## config.mk

```make
export PLATFORM = sky130hd
export DESIGN_NAME = rect_update_sched
export DESIGN_NICKNAME = d
export VERILOG_FILES = /design/src/rtl/rect_pkg.sv /design/src/rtl/rr_pick.sv /design/src/rtl/rect_update_sched.sv
export SDC_FILE = /design/constraint.sdc
export NUM_CORES = 1
export LEC_CHECK = 0
export CAP_MARGIN = 30
export CORE_MARGIN = 2
export CORE_UTILIZATION = 50
export DETAILED_ROUTE_END_ITERATION = 10
export PLACE_DENSITY = 0.79
export SYNTH_ARGS = -nofsm -noshare
export SYNTH_HDL_FRONTEND = slang
export SYNTH_SLANG_ARGS = --single-unit
```

## constraint.sdc

```tcl
create_clock -name clk -period 7.8 [get_ports clk]
set_input_delay 1.17 -clock clk [delete_from_list [all_inputs] [get_ports clk]]
set_output_delay 1.17 -clock clk [all_outputs]
set_load 0.005 [all_outputs]
```

## src/rtl/rect_pkg.sv

```systemverilog
`default_nettype none
// ============================================================================
// Module      : rect_pkg
// Description : Shared types for the rect position update scheduler.
//               - rect_pos_t      : one (x,y) coordinate pair, 12 bits each
//               - sched_state_t   : scheduler FSM states
//               - SLOT_CYCLES_DEF : default per-slot timeout in clock cycles
// Revision    : 1.0 - initial release
// ============================================================================
package rect_pkg;

    localparam int SLOT_CYCLES_DEF = 64;

    typedef struct packed {
        logic [11:0] x;
        logic [11:0] y;
    } rect_pos_t;

    typedef enum logic [2:0] {
        IDLE   = 3'd0,
        SNAP   = 3'd1,
        GRANT  = 3'd2,
        WAIT   = 3'd3,
        COMMIT = 3'd4
    } sched_state_t;

endpackage
`default_nettype wire

```

## src/rtl/rr_pick.sv

```systemverilog
`default_nettype none
// ============================================================================
// Module      : rr_pick
// Description : Combinational round-robin first-set finder. Scans vec
//               starting at index start, wrapping at N, and returns the
//               first set bit.
// Ports       : vec    in  N      candidate bits
//               start  in  PTR_W  index to begin the scan at
//               onehot out N      one-hot of the chosen bit (0 if none)
//               idx    out PTR_W  index of the chosen bit
//               valid  out 1      at least one bit of vec is set
// Revision    : 1.0 - initial release
// ============================================================================
module rr_pick #(
    parameter int N     = 4,
    parameter int PTR_W = (N > 1) ? $clog2(N) : 1
) (
    input  logic [N-1:0]     vec,
    input  logic [PTR_W-1:0] start,
    output logic [N-1:0]     onehot,
    output logic [PTR_W-1:0] idx,
    output logic             valid
);

    logic [PTR_W-1:0] w_k;

    always_comb begin : p_pick
        onehot = '0;
        idx    = '0;
        valid  = 1'b0;
        w_k    = '0;
        for (int i = 0; i < N; i++) begin
            // Modulo keeps the scan correct for non-power-of-two N.
            w_k = PTR_W'((int'(start) + i) % N);
            if (!valid && vec[w_k]) begin
                valid       = 1'b1;
                idx         = w_k;
                onehot[w_k] = 1'b1;
            end
        end
    end

endmodule
`default_nettype wire

```

## src/rtl/rect_update_sched.sv

```systemverilog
`default_nettype none
// ============================================================================
// Module      : rect_update_sched
// Description : Frame-synchronous scheduler sharing one position bank among
//               N rect controllers. On each vblank rise the request vector
//               is snapshotted; each requester gets one slot in round-robin
//               order, its (x,y) is captured into a shadow register, and all
//               shadows are committed to the output bank in a single cycle.
// Ports       : clk          in   1      pixel clock
//               rst_n        in   1      async active-low reset
//               vblank       in   1      vertical blank, level
//               req          in   N      client wants a slot this frame
//               done         in   N      client position valid (1-cycle)
//               cl_xpos/ypos in   Nx12   client positions
//               grant        out  N      one-hot or zero slot owner
//               xpos/ypos    out  Nx12   committed position bank
//               commit       out  1      pulse when the bank updates
//               timeout_err  out  N      sticky per-client slot timeout
// Revision    : 1.0 - initial release
// ============================================================================
module rect_update_sched
    import rect_pkg::*;
#(
    parameter int N_CLIENTS   = 4,
    parameter int SLOT_CYCLES = SLOT_CYCLES_DEF
) (
    input  logic                      clk,
    input  logic                      rst_n,
    input  logic                      vblank,
    input  logic [N_CLIENTS-1:0]      req,
    input  logic [N_CLIENTS-1:0]      done,
    input  logic [N_CLIENTS-1:0][11:0] cl_xpos,
    input  logic [N_CLIENTS-1:0][11:0] cl_ypos,
    output logic [N_CLIENTS-1:0]      grant,
    output logic [N_CLIENTS-1:0][11:0] xpos,
    output logic [N_CLIENTS-1:0][11:0] ypos,
    output logic                      commit,
    output logic [N_CLIENTS-1:0]      timeout_err
);

    localparam int c_ptr_w = $clog2(N_CLIENTS);
    localparam int c_cnt_w = (SLOT_CYCLES > 1) ? $clog2(SLOT_CYCLES) : 1;
    localparam logic [c_cnt_w-1:0] c_cnt_last = c_cnt_w'(SLOT_CYCLES - 1);
    localparam logic [c_ptr_w-1:0] c_ptr_last = c_ptr_w'(N_CLIENTS - 1);

    sched_state_t r_state, w_state_nx;

    logic                        r_vblank_prv;
    logic [N_CLIENTS-1:0]        r_pend;
    logic [N_CLIENTS-1:0]        r_grant;
    logic [c_ptr_w-1:0]          r_gidx;
    logic [c_cnt_w-1:0]          r_cnt;
    logic [c_ptr_w-1:0]          r_rr_ptr;
    logic                        r_first_vld;
    logic [c_ptr_w-1:0]          r_first_idx;
    rect_pos_t [N_CLIENTS-1:0]   r_shadow;
    logic [N_CLIENTS-1:0][11:0]  r_xpos;
    logic [N_CLIENTS-1:0][11:0]  r_ypos;
    logic                        r_commit;
    logic [N_CLIENTS-1:0]        r_timeout_err;

    logic [N_CLIENTS-1:0]        w_pick_oh;
    logic [c_ptr_w-1:0]          w_pick_idx;
    logic                        w_pick_vld;
    logic                        w_vb_rise;
    logic                        w_hit;

    // FSM strobes
    logic w_snap, w_issue, w_take, w_tmo, w_abort, w_cnt_inc, w_commit_now;

    rr_pick #(
        .N     (N_CLIENTS),
        .PTR_W (c_ptr_w)
    ) u_rr_pick (
        .vec    (r_pend),
        .start  (r_rr_ptr),
        .onehot (w_pick_oh),
        .idx    (w_pick_idx),
        .valid  (w_pick_vld)
    );

    assign w_vb_rise = vblank & ~r_vblank_prv;
    // Only the current slot owner's done counts; strays from others are dropped.
    assign w_hit     = |(done & r_grant);

    always_ff @(posedge clk or negedge rst_n) begin : p_state
        if (!rst_n) r_state <= IDLE;
        else        r_state <= w_state_nx;
    end

    always_comb begin : p_fsm_next
        w_state_nx   = r_state;
        w_snap       = 1'b0;
        w_issue      = 1'b0;
        w_take       = 1'b0;
        w_tmo        = 1'b0;
        w_abort      = 1'b0;
        w_cnt_inc    = 1'b0;
        w_commit_now = 1'b0;
        case (r_state)
            IDLE: begin
                if (w_vb_rise) w_state_nx = SNAP;
            end
            SNAP: begin
                w_snap     = 1'b1;
                w_state_nx = GRANT;
            end
            GRANT: begin
                if (!vblank) begin
                    w_abort    = 1'b1;
                    w_state_nx = COMMIT;
                end else if (w_pick_vld) begin
                    w_issue    = 1'b1;
                    w_state_nx = WAIT;
                end else begin
                    w_state_nx = COMMIT;
                end
            end
            WAIT: begin
                // Leaving vblank ends the frame; done beats timeout.
                if (!vblank) begin
                    w_abort    = 1'b1;
                    w_state_nx = COMMIT;
                end else if (w_hit) begin
                    w_take     = 1'b1;
                    w_state_nx = GRANT;
                end else if (r_cnt == c_cnt_last) begin
                    w_tmo      = 1'b1;
                    w_state_nx = GRANT;
                end else begin
                    w_cnt_inc  = 1'b1;
                end
            end
            COMMIT: begin
                w_commit_now = 1'b1;
                w_state_nx   = IDLE;
            end
            default: w_state_nx = IDLE;
        endcase
    end

    always_ff @(posedge clk or negedge rst_n) begin : p_datapath
        if (!rst_n) begin
            r_vblank_prv  <= 1'b0;
            r_pend        <= '0;
            r_grant       <= '0;
            r_gidx        <= '0;
            r_cnt         <= '0;
            r_rr_ptr      <= '0;
            r_first_vld   <= 1'b0;
            r_first_idx   <= '0;
            r_shadow      <= '0;
            r_xpos        <= '0;
            r_ypos        <= '0;
            r_commit      <= 1'b0;
            r_timeout_err <= '0;
        end else begin
            r_vblank_prv <= vblank;
            r_commit     <= w_commit_now;

            if (w_snap) begin
                r_pend      <= req;
                r_first_vld <= 1'b0;
            end

            if (w_issue) begin
                r_grant <= w_pick_oh;
                r_gidx  <= w_pick_idx;
                r_cnt   <= '0;
                // Remember the frame's first owner to rotate fairness next frame.
                if (!r_first_vld) begin
                    r_first_vld <= 1'b1;
                    r_first_idx <= w_pick_idx;
                end
            end

            if (w_take) begin
                r_shadow[r_gidx].x <= cl_xpos[r_gidx];
                r_shadow[r_gidx].y <= cl_ypos[r_gidx];
                r_pend[r_gidx]     <= 1'b0;
                r_grant            <= '0;
            end

            if (w_tmo) begin
                r_timeout_err[r_gidx] <= 1'b1;
                r_pend[r_gidx]        <= 1'b0;
                r_grant               <= '0;
            end

            if (w_abort) begin
                r_pend  <= '0;
                r_grant <= '0;
            end

            if (w_cnt_inc) r_cnt <= r_cnt + c_cnt_w'(1);

            if (w_commit_now) begin
                for (int i = 0; i < N_CLIENTS; i++) begin
                    r_xpos[i] <= r_shadow[i].x;
                    r_ypos[i] <= r_shadow[i].y;
                end
                if (r_first_vld) begin
                    r_rr_ptr <= (r_first_idx == c_ptr_last) ? '0
                                                            : r_first_idx + c_ptr_w'(1);
                end
            end
        end
    end

    assign grant       = r_grant;
    assign xpos        = r_xpos;
    assign ypos        = r_ypos;
    assign commit      = r_commit;
    assign timeout_err = r_timeout_err;

endmodule
`default_nettype wire

```

==> impl_metrics.env <==
export IMPL_status="finished clean"
export IMPL_finalWorstSetupSlack_ns=4.21
export IMPL_worst_path_buf_inv=1
export IMPL_syn_avg_cell_area_um2=14.8
export IMPL_fin_crit_ns=3.59
export IMPL_vdd_drop_max_v=0.000207
export IMPL_post_dp_cell_area_mm2=0.0120
export IMPL_postSynthCellCount=651
export IMPL_htree_num_levels=1
export IMPL_synthArstFlopShare_pct=100
export IMPL_yosysWarnings=0
export IMPL_dp_slack_ns=4.24
export IMPL_wl_per_cell_um=20.5
export IMPL_cts_made_buffers=23
export IMPL_antenna_found_initial=0
export IMPL_clk_latency_ns=0.50
export IMPL_rsz0062_at_grt="false"
export IMPL_path_class="register to register"
export IMPL_clkTransAtPathRegs_ns=0.06
export IMPL_cp_cell_sequence="inv_1 -> ha_1 -> mux4_2 -> or4_4 -> nor3b_4 -> nor2_1 -> o21ai_0 -> o31ai_1"
export IMPL_skew_ns=0.00715
export IMPL_cts_root_buffer="clkbuf_16"
export IMPL_synth_most_common_cell="dfrtp_1"
export IMPL_yosys_most_used_dff="dfrtp_1"
export IMPL_cts_buffer_depth=3
export IMPL_synth_common_cells="222 x dfrtp_1, 193 x mux2_2, 28 x mux4_2"
export IMPL_gr_usage_all_layers_pct=22.9
export IMPL_total_power_mw=4.01
export IMPL_grt_pass1_wl_um=36600
export IMPL_seq_area_frac_synth_pct=57.8
export IMPL_startpoint_type="register"
export IMPL_setup_violations=0
export IMPL_netlist_top_cells_area="dfrtp_1 58%, mux2_2 23%, mux4_2 6.6%"
export IMPL_fmax_mhz=279
export IMPL_coreArea_mm2=0.0188
export IMPL_grt_ovfl_total=0
export IMPL_dpl_hpwl_um=15300
export IMPL_cp_max_fo=23
export IMPL_area_delta_synth_final_pct=32.2
export IMPL_cellPowerDensity_mw_per_mm2=315
export IMPL_hold_viol=0
export IMPL_crit_slowest_cell="dfrtp_1"
export IMPL_critPathMaxStageDelay_ns=0.83
export IMPL_drv_slew=0
export IMPL_firstDrtPassIters=5
export IMPL_ctsResizeCount=0
export IMPL_synth_net_count=768
export IMPL_yosysTopAreaCell="dfrtp_1"
export IMPL_ys_ff_latch=222
export IMPL_n_fill_cell=1293
export IMPL_netlist_area_leader_share_pct=57.8
export IMPL_die_width_um=143
export IMPL_hold_path_class="register to register"
export IMPL_cts_tree="done"
export IMPL_antennaDiodeCount=0
export IMPL_cp_top_family="simple AND/OR/NAND/NOR gates"
export IMPL_layout_cells_non_filler=1111
export IMPL_finalWirelength_um=22800
export IMPL_fin_tns_setup_ns=0
export IMPL_drive_gt1_share_pct=32.6
export IMPL_boundaryPins=212
export IMPL_max_cap_violations=0
export IMPL_synth_area_mm2=0.00962
export IMPL_ant_nets=0
export IMPL_die_h_um=143
export IMPL_cts_sinks=222
export IMPL_grt_pass1_vias=6913
export IMPL_port_buffers=211
export IMPL_grt_max_degree=81
export IMPL_cp_required_ns=8.20
export IMPL_die_area_mm2=0.0204
export IMPL_post_cts_buffers=0
export IMPL_vias_per_cell=5.74
export IMPL_slew_headroom_pct=36.8
export IMPL_nets=977
export IMPL_initial_core_util_pct=51.2
export IMPL_p_leak_nw=5.87
export IMPL_post_route_drc_count=0
export IMPL_worst_pin_slew_ns=0.949
export IMPL_cp_end_kind="register"
export IMPL_holdWs_ns=0.467
export IMPL_period_share_pct=46.0
export IMPL_synth_distinct_cells=45
export IMPL_gp_congestion=0.909
export IMPL_finish_instance_area_mm2=0.0127
export IMPL_rows=50
export IMPL_drtIter0Drc=420
export IMPL_cp_data_arrival_time_ns=3.99
export IMPL_synth_enable_flop_cells=0
export IMPL_vias=6382
export IMPL_cts_hold_buf=0
export IMPL_dp_cells=1068
export IMPL_utilization_pct=67.7
final timing paths:
kind	depth (start not counted)	end	start	slack (ns)
max	8	r_cnt[3]$_DFFE_PN0P_	r_rr_ptr[0]$_DFFE_PN0P_	4.21
min	1	timeout_err[0]$_DFFE_PN0P_	timeout_err[0]$_DFFE_PN0P_	0.47
max reg2reg	8	r_cnt[3]$_DFFE_PN0P_	r_rr_ptr[0]$_DFFE_PN0P_	4.21
min reg2reg	1	timeout_err[0]$_DFFE_PN0P_	timeout_err[0]$_DFFE_PN0P_	0.47
max in group asynchronous	2	xpos[29]$_DFFE_PN0P_	rst_n	5.84
min in group asynchronous	1	r_shadow[58]$_DFFE_PN0P_	rst_n	0.70
power by group:
part	leakage (nW)	internal (mW)	switching (mW)
clock network	0.351	0.603	0.432
logic	2.45	0.742	0.600
registers	3.07	1.39	0.240
total	5.87	2.74	1.27
sequential cells by signal, summed over array words and instances (netlist names), 2 cells and up:
register,flops
r_first_idx,2
r_rr_ptr,2
xpos,48
r_cnt,6
r_shadow,96
timeout_err,4
r_state,3
ypos,48
r_gidx,2
r_pend,4
grant,4
metal layers:
metal  wire length, µm  vias up  GRT usage, %
met2             11100      276          37.9
met5                 0        -             0
li1                  -     2796             -
met1              9360     3266          30.1
met4               557        0          6.51
met3              1820       44          6.10
cell usage in the layout, fill, tap and decap left out, types with 5 or more instances in the layout:
cell	instances
a21oi_1	9
a22oi_1	5
buf_4	9
clkbuf_1	7
clkbuf_16	23
clkbuf_8	7
clkdlybuf4s50_1	210
dfrtp_1	220
ha_1	10
inv_1	8
mux2_2	193
mux4_2	28
nand2_1	26
nand2b_1	6
nand3_1	7
nor2_1	16
o21ai_0	24
cell type report:
type | count | area (µm²) | area share, %
Tap cell | 234 | 293 | 2.30
Inverter | 8 | 30.0 | 0.236
Clock inverter | 6 | 38.8 | 0.305
Multi-Input combinational cell | 384 | 3900 | 30.7
Clock buffer | 36 | 684 | 5.38
Timing Repair Buffer | 221 | 2210 | 17.4
Sequential cell | 222 | 5560 | 43.7
kinds of logic (layout without fill, tap and decap cells):
| group | Yosys count | in the layout | share of synthesized area, % |
|---|---|---|---|
| flops | 222 | 222 | 57.8 |
| buf+inv | 45 | 271 | 1.99 |
| mux | 224 | 224 | 29.6 |
| simple gates | 78 | 78 | 4.35 |
| xor+xnor | 1 | 1 | 0.0911 |
| fa+ha+maj | 10 | 10 | 1.30 |
| compound gates | 71 | 71 | 4.93 |
No activity file was read; power rests on OpenSTA's default activity.
